File: src/rtl/time_keeper.sv
// time_keeper: 12-hour wall clock (hour/min/sec/pm) advanced by a prescaled
// one-second tick derived from clk.
//
// Optional feature macro: ALARM_MATCH_EN
//   When defined, adds alarm_hour/alarm_min/alarm_pm/alarm_arm inputs and an
//   alarm_hit output that pulses with min_pulse when the new time matches.
//
// Ports
//   clk, reset     : rising-edge clock, synchronous active-high reset
//   run            : 1 = time advances, 0 = time and prescaler frozen
//   load           : level load of set_hour/set_min/set_pm (sec and prescaler cleared)
//   set_hour/min/pm: values to load (out-of-range hour -> 12, min -> 59)
//   hour/min/sec/pm: current time, all registered
//   sec_pulse      : one-cycle strobe per second increment
//   min_pulse      : one-cycle strobe per minute carry (sec 59 -> 0)
module time_keeper #(
  parameter int TICKS_PER_SEC = 100000000
) (
  input  logic       clk,
  input  logic       reset,
  input  logic       run,
  input  logic       load,
  input  logic [3:0] set_hour,
  input  logic [5:0] set_min,
  input  logic       set_pm,
`ifdef ALARM_MATCH_EN
  input  logic [3:0] alarm_hour,
  input  logic [5:0] alarm_min,
  input  logic [0:0] alarm_pm,
  input  logic [0:0] alarm_arm,
  output logic [0:0] alarm_hit,
`endif
  output logic [3:0] hour,
  output logic [5:0] min,
  output logic [5:0] sec,
  output logic       pm,
  output logic       sec_pulse,
  output logic       min_pulse
);

  localparam int CW = $clog2(TICKS_PER_SEC);
  localparam logic [CW-1:0] LAST = CW'(TICKS_PER_SEC - 1);

  logic [CW-1:0] presc;

  // Clamped load values.
  logic [3:0] ld_hour;
  logic [5:0] ld_min;
  assign ld_hour = (set_hour == 4'd0 || set_hour > 4'd12) ? 4'd12 : set_hour;
  assign ld_min  = (set_min > 6'd59) ? 6'd59 : set_min;

  // Time after a minute carry (only used when sec wraps).
  logic [3:0] hour_c;
  logic [5:0] min_c;
  logic       pm_c;
  always_comb begin
    min_c  = min + 6'd1;
    hour_c = hour;
    pm_c   = pm;
    if (min == 6'd59) begin
      min_c  = 6'd0;
      hour_c = (hour == 4'd12) ? 4'd1 : hour + 4'd1;
      // 11 -> 12 is where the AM/PM half-day boundary sits.
      if (hour == 4'd11) pm_c = ~pm;
    end
  end

`ifdef ALARM_MATCH_EN
  logic alarm_match;
  assign alarm_match = alarm_arm[0] && (hour_c == alarm_hour) &&
                       (min_c == alarm_min) && (pm_c == alarm_pm[0]);
`endif

  always_ff @(posedge clk) begin
    if (reset) begin
      hour      <= 4'd12;
      min       <= 6'd0;
      sec       <= 6'd0;
      pm        <= 1'b0;
      presc     <= '0;
      sec_pulse <= 1'b0;
      min_pulse <= 1'b0;
`ifdef ALARM_MATCH_EN
      alarm_hit <= 1'b0;
`endif
    end else begin
      sec_pulse <= 1'b0;
      min_pulse <= 1'b0;
`ifdef ALARM_MATCH_EN
      alarm_hit <= 1'b0;
`endif
      if (load) begin
        // Load wins over a pending tick; no pulses, so a load that matches
        // the alarm never fires it.
        hour  <= ld_hour;
        min   <= ld_min;
        pm    <= set_pm;
        sec   <= 6'd0;
        presc <= '0;
      end else if (run) begin
        if (presc == LAST) begin
          presc     <= '0;
          sec_pulse <= 1'b1;
          if (sec == 6'd59) begin
            sec       <= 6'd0;
            min       <= min_c;
            hour      <= hour_c;
            pm        <= pm_c;
            min_pulse <= 1'b1;
`ifdef ALARM_MATCH_EN
            alarm_hit <= alarm_match;
`endif
          end else begin
            sec <= sec + 6'd1;
          end
        end else begin
          presc <= presc + 1'b1;
        end
      end
    end
  end

endmodule

File: config.mk
export PLATFORM = sky130hd
export DESIGN_NAME = time_keeper
export DESIGN_NICKNAME = d
export VERILOG_FILES = /design/src/rtl/time_keeper.sv
export SDC_FILE = /design/constraint.sdc
export NUM_CORES = 1
export LEC_CHECK = 0
export BUFFER_PORTS_ARGS = -buffer_cell sky130_fd_sc_hd__buf_2
export CAP_MARGIN = 40
export CORE_MARGIN = 3
export CORE_UTILIZATION = 50
export CTS_CLUSTER_SIZE = 20
export DETAILED_ROUTE_END_ITERATION = 8
export PLACE_DENSITY = 0.81
export SLEW_MARGIN = 0
export SYNTH_ARGS = -nofsm -noshare
export SYNTH_HDL_FRONTEND = slang
export SYNTH_SLANG_ARGS = --single-unit
File: constraint.sdc
create_clock -name clk -period 3 [get_ports clk]
set_input_delay 0.6 -clock clk [delete_from_list [all_inputs] [get_ports clk]]
set_output_delay 0.6 -clock clk [all_outputs]
set_load 0.005 [all_outputs]
==> summary.md, run 1 <==
| Metric | Value |
|---|---|
| Slew HR | `69.4%` |
| Row count | `24` |
| Fillcell total | `slightly below 400` |
| PostCTS Resize Cnt | `0` |
| I/O pins | `34` |
| Slowest cell on crit path | `nor3b_4` |
| GRT Total Usage | `between 10% and 20%` |
| Post-Synth XOR/XNOR Area | `10.5%` |
| Flops & latches, synth | `46` |
| Design area | `0.00278 sq mm` |
| Worst Tran Pin Value | `approximately 0.46 ns` |
| Fin util | `61.7%` |
| CTS Buf Count | `5` |
| I/O Buffers | `33` |
| Post-synthesis adder-cell area fraction | `2.58%` |
| Compound-gate portion of the synthesized area | `9.81%` |
| DRT Wirelength | `5.21 mm` |
| DRT iter0 DRCs | `around 180` |
| Global-route wire length before repair | `8.68 mm` |
| Total global routing overflow | `0` |
| Count leader, synth | `nor2_1` |
| CTS tree | `yes` |
| Largest family of logic cells by synthesized area | `simple AND/OR/NAND/NOR gates` |
| Critical R2R Launch | `sec[0]$_SDFFE_PP0P_` |
| Clk root buf | `clkbuf_8` |
| Number of remaining DRC errors | `0` |
| Average cell area after synthesis | `approximately 8.5 sq um` |
| FMAX | `457 MHz` |
| Largest net degree at the start of global routing | `28` |
| Ys flop type | `dfxtp_1` |
| Largest cells by area after synthesis | `dfxtp_1, nor2_1, xnor2_1` |
| DP Wirelength | `3.81 mm` |
| Crit path time final | `2.19 ns` |
| Synth top cells by count | `nor2_1, dfxtp_1, nand2_1, nand3_1, xnor2_1` |
| Placed Cells | `365` |
| Clock Sinks | `46` |
| Drt pass-1 iters | `5` |
| Fin Clk Skew | `slightly below 0.01 ns` |
| Max Root-Sink Buffers | `2` |
| VDD IR-drop max | `448 uV` |
| Pwr Density | `463 mW/mm^2` |
| Post-synth EDFFs | `0` |
| Final number of hold-violating endpoints | `0` |
| ANT cells | `0` |
| Chip height | `75.6 microns` |
| Routed len/inst | `14.0 microns` |
| Flop2flop setup slack | `0.81 ns` |
| Share of Yosys cell area claimed by the top area cell type | `38.0%` |
| CP peak stage delay | `approximately 0.44 ns` |
| Mapped Cells | `285` |
| Initial Util | `53.8%` |
| Synth warnings | `0` |
| Netlist Area Pre-Place | `0.00242 sq mm` |
| Post-Synth Simple-Gate Area | `about a third` |
| Async set or reset register ratio after synthesis | `0%` |
| H-tree depth | `2` |
| CP required | `between 3 and 4 ns` |
| Post-synth top area cell | `dfxtp_1` |
| Critical path class | `flop to flop` |
| Worst Hold Class | `flop to flop` |
| RSZ-0062 raised after global routing | `false` |
| Setup Viol. Count Final | `0` |
| Seq/Total Area, Yosys | `a little under two fifths` |
| DR vias | `2166` |
| Layout Cells excl Fill | `373` |
| Slew Limit Fails | `0` |
| Max-cap viol count | `0` |
| Clock transition at the registers of the reported paths | `0.09 ns` |
| Die X | `about 76 microns` |
| Final Cycle Share | `73.0%` |
| Reg area | `921 sq um` |
| Drt via density | `~5.8` |
| Die area | `0.00572 sq mm` |
| Worst path cell trace | `ha_1, nand4b_1, nor4_4, nor3b_4, a21boi_0, o221a_2` |
| Sum of negative setup slack | `0 ns` |
| Number of global-route vias before repair | `1941` |
| CP endpoint | `min[4]$_SDFFE_PP0P_` |
| CP arrival | `2.39 ns` |
| Worst setup EP type | `flop` |
| Post-synthesis mux area share | `2.12%` |
| Post-CTS Hold Buffers | `0` |
| Critical Path Start | `sec[0]$_SDFFE_PP0P_` |
| Worst R2R Path Depth | `6` |
| Antenna Nets Post-Route | `0` |
| Final nets | `340` |
| Global placer's final weighted congestion | `around 0.83` |
| Dpl cell area | `0.00264 sq mm` |
| Core ar. | `0.00450 sq mm` |
| Synthesized net count | `305` |
| Worst skew pair latency | `between 0.3 and 0.4 ns` |
| Post-CTS Setup Bufs | `0` |
| Status | `completed` |
| Final hold slack | `0.523 ns` |
| Synth-to-Final Area Change | `14.8%` |
| Layout cells sized above 1 | `between 15 and 20%` |
| Initial antenna violation count | `0` |
| R2R Path End | `min[4]$_SDFFE_PP0P_` |
| Multi-input logic area | `0.00144 sq mm` |
| Startpoint Class | `flop` |
| Pleak | `around 0.0011 uW` |
| Cell variety after synth | `48` |
| Highest net fanout along the worst path | `8` |
[power by group]
part,switching (uW),internal [uW],total [uW]
clock network,218,355,573
registers,12.8,620,633
logic,43.1,36.8,79.9
[layer usage]
layer  global-route usage [%]  wire length [microns]  up-vias
met2                     32.1                   2430       62
met4                     6.02                     72        0
li1                         -                      -     1085
met1                     24.8                   2430     1012
met3                     6.20                    282        7
met5                        0                      0        -
[state kept, by name (all words and copies together) (netlist names)]
signal,count
pm,1
min,6
min_pulse,1
sec_pulse,1
presc,27
hour,4
sec,6
[critical path, delay by kind of cell (launching register included)]
| family | cells | cell delay, ns |
|---|---|---|
| AO/OA/AOI/OAI | 2 | 0.42 |
| adder cells (fa/ha/maj) | 1 | 0.26 |
| flip-flops | 1 | 0.43 |
| AND/OR/NAND/NOR | 3 | 0.98 |
[logic make-up (layout without fill, tap and decap cells)]
group,count (synthesis),after routing
muxes,5,5
adders and majority gates,5,5
and+or+nand+nor,149,149
xor gates and xnor gates,29,29
DFF,46,46
buffers and inverters,16,52
AOI/OAI and AO/OA,35,35
[layout by cell type (no fill, tap or decap), types with 8 or more instances in the layout]
cell     count
nor2_1      47
dfxtp_1     46
buf_2       33
nand2_1     21
nand3_1     19
xnor2_1     17
xor2_1      12
and3_1       9
inv_1        8
o21ai_0      8
[area by class of cell]
class	instances	share of cell area (%)
Multi-Input combinational cell	223	51.7
Sequential cell	46	33.1
Timing Repair Buffer	35	6.48
Clock buffer	6	2.97
Tap cell	52	2.34
Clock inverter	2	2.16
Inverter	9	1.22
[metrics by stage]
stage / setup WS [ns] / total power, uW
floorplan: 0.910 / 693
detailed placement: 0.828 / 727
finish: 0.810 / 1290
global route: 0.662 / 1330
CTS: 0.815 / 1290
global placement: 0.822 / 725
[worst min path at each step]
| stage | cells past startpoint | endpoint | slack, ns | start |
|---|---|---|---|---|
| 2_1_floorplan | 2 | presc[1]$_SDFFE_PP0P_ | 0.48 | presc[1]$_SDFFE_PP0P_ |
| 3_3_place_gp | 2 | presc[1]$_SDFFE_PP0P_ | 0.50 | presc[1]$_SDFFE_PP0P_ |
| 3_5_place_dp | 2 | presc[15]$_SDFFE_PP0P_ | 0.51 | presc[15]$_SDFFE_PP0P_ |
| 4_1_cts | 2 | min[2]$_SDFFE_PP0P_ | 0.52 | min[2]$_SDFFE_PP0P_ |
| 5_1_grt | 2 | min[1]$_SDFFE_PP0P_ | 0.54 | reset |
| 6_report | 2 | presc[15]$_SDFFE_PP0P_ | 0.52 | presc[15]$_SDFFE_PP0P_ |
(Power assumes the default switching activity.)
==> run 2, diff against run 1 <==
- PLACE_DENSITY: 0.81 -> 0.84
- clock period: 3 -> 2 ns (I/O delays scaled with it)
==> run 2 against run 1 <==
Against the previous run:
- wire length up 8.0%
- first-iteration DRC count down 49%
- non-clock buffer count up 19
- critical path depth up 1
- worst setup slack worse by 0.68 ns
- register-to-register slack worse by 0.68 ns
==> summary.md, run 2 (synthesis results as in run 1) <==
| Metric | Value |
|---|---|
| Clock Sinks | `46` |
| GRT Total Usage | `20.3%` |
| Initial Util | `53.8%` |
| Drt via density | `5.79` |
| Largest net degree at the start of global routing | `28` |
| Startpoint Class | `flop` |
| Worst Hold End | `min[1]$_SDFFE_PP0P_` |
| Final nets | `359` |
| CTS Buf Count | `5` |
| Drt pass-1 iters | `4` |
| Fin util | `64.7%` |
| Hold Path Depth | `2` |
| Antenna Nets Post-Route | `0` |
| Worst R2R Path Depth | `7` |
| Final Cycle Share | `between 90 and 100%` |
| Number of global-route vias before repair | `2064` |
| Critical R2R Launch | `presc[0]$_SDFFE_PP0P_` |
| Worst Hold Class | `primary input to flop` |
| Initial antenna violation count | `0` |
| Worst skew pair latency | `0.30 ns` |
| Worst setup EP type | `flop` |
| DRT Wirelength | `around 5.6 mm` |
| Max reg flops | `27` |
| I/O pins | `34` |
| Layout Cells excl Fill | `392` |
| Max-cap viol count | `0` |
| DR vias | `2269` |
| FMAX | `536 MHz` |
| ANT cells | `0` |
| Global-route wire length before repair | `9.03 mm` |
| CTS tree | `yes` |
| Placed Cells | `383` |
| Routed len/inst | `14.4 microns` |
| Row count | `24` |
| Critical path class | `flop to flop` |
| Fillcell total | `377` |
| Chip height | `75.6 microns` |
| Max Root-Sink Buffers | `2` |
| Setup Viol. Count Final | `0` |
| DP Wirelength | `~4.1 mm` |
| Most common cell after layout, fill and taps aside | `nor2_1` |
| VDD IR-drop max | `371 uV` |
| Status | `completed` |
| R2R Path End | `min[0]$_SDFFE_PP0P_` |
| Global placer's final weighted congestion | `0.868` |
| Pwr Density | `569 mW/mm^2` |
| Worst Tran Pin Value | `about 0.41 ns` |
| Highest net fanout along the worst path | `5` |
| H-tree depth | `2` |
| DRT iter0 DRCs | `92` |
| Pleak | `0.00120 uW` |
| Final number of hold-violating endpoints | `0` |
| Die X | `75.6 microns` |
| Layout cells sized above 1 | `21.5%` |
| CP arrival | `2.05 ns` |
| Fin Clk Skew | `0.00737 ns` |
| Clk root buf | `clkbuf_8` |
| Largest register by flop count | `presc` |
| I/O Buffers | `33` |
| Crit path time final | `around 1.9 ns` |
| Clock transition at the registers of the reported paths | `approximately 0.08 ns` |
| Slew Limit Fails | `0` |
| Total global routing overflow | `0` |
| Hold Startpoint | `reset` |
| Slew HR | `72.7%` |
| Flop2flop setup slack | `0.13 ns` |
| Sum of negative setup slack | `0 ns` |
| Most frequent cells in the layout | `nor2_1, dfxtp_1, buf_2` |
| Post-CTS Hold Buffers | `0` |
| Die area | `0.00572 sq mm` |
| Number of remaining DRC errors | `0` |
| Synth-to-Final Area Change | `20.2%` |
| Core ar. | `0.00450 sq mm` |
| Largest regs | `presc: 27 flops, min: 6 flops, sec: 6 flops` |
| CP required | `2.19 ns` |
[run 2: what timing repair did]
| item | in CTS | in global routing |
|---|---|---|
| setup endpoints to repair | 0 | 5 |
| setup buffers | 0 | 1 |
| resized for setup | 0 | 4 |
[run 2: layout make-up]
type	count	area, sq um	share of cell area [%]
clock buffers	7	86.3	2.96
clock inverters	1	5.00	0.172
inverters	9	33.8	1.16
multi-input cells	223	1470	50.3
flip-flops and latches	46	921	31.6
well taps	52	65.1	2.23
repair buffers	54	335	11.5
[run 2: worst max path at each step]
stage	from	to	slack (ns)	cells past startpoint
6_report	presc[0]$_SDFFE_PP0P_	min[0]$_SDFFE_PP0P_	0.13	7
5_1_grt	presc[7]$_SDFFE_PP0P_	min[1]$_SDFFE_PP0P_	-0.005	6
4_1_cts	presc[0]$_SDFFE_PP0P_	min[0]$_SDFFE_PP0P_	0.03	7
3_5_place_dp	presc[0]$_SDFFE_PP0P_	min[0]$_SDFFE_PP0P_	0.04	7
3_3_place_gp	run	hour[0]$_SDFFE_PP0P_	0.12	6
2_1_floorplan	sec[0]$_SDFFE_PP0P_	min[4]$_SDFFE_PP0P_	0.08	6
[run 2: worst max-delay path, cell delays in order (launching register included)]
cell and delay (ns):
dfxtp_1 0.39, ha_1 0.20, nand4b_1 0.15, nor4_4 0.24, nor3b_4 0.29, buf_4 0.18, mux2i_1 0.20, a211oi_1 0.09
[run 2: metal layers]
metal	vias to the layer above	GRT usage (%)	share of wire (%)	wire length, microns
met2	51	34.0	48	2720
met3	11	4.22	4.9	278
met5	-	0	0	0
li1	1133	-	-	-
met4	0	7.77	2.0	111
met1	1074	25.8	45	2520
[run 2: power by group]
part | internal [uW] | total, uW | switching (uW)
sequential | 930 | 950 | 19.9
combinational | 58.1 | 125 | 67.1
clock | 279 | 581 | 302
[run 2: metrics by stage]
| stage | total power (uW) | setup WS [ns] | cell area [sq um] | hold WS [ns] |
|---|---|---|---|---|
| 2_1_floorplan | 1040 | 0.0789 | 2420 | 0.473 |
| 3_3_place_gp | 1090 | 0.122 | 2790 | 0.498 |
| 3_5_place_dp | 1090 | 0.0379 | 2790 | 0.523 |
| 4_1_cts | 1670 | 0.0268 | 2880 | 0.320 |
| 5_1_grt | 1710 | -0.00456 | 2910 | 0.342 |
| 6_report | 1660 | 0.133 | 2910 | 0.334 |
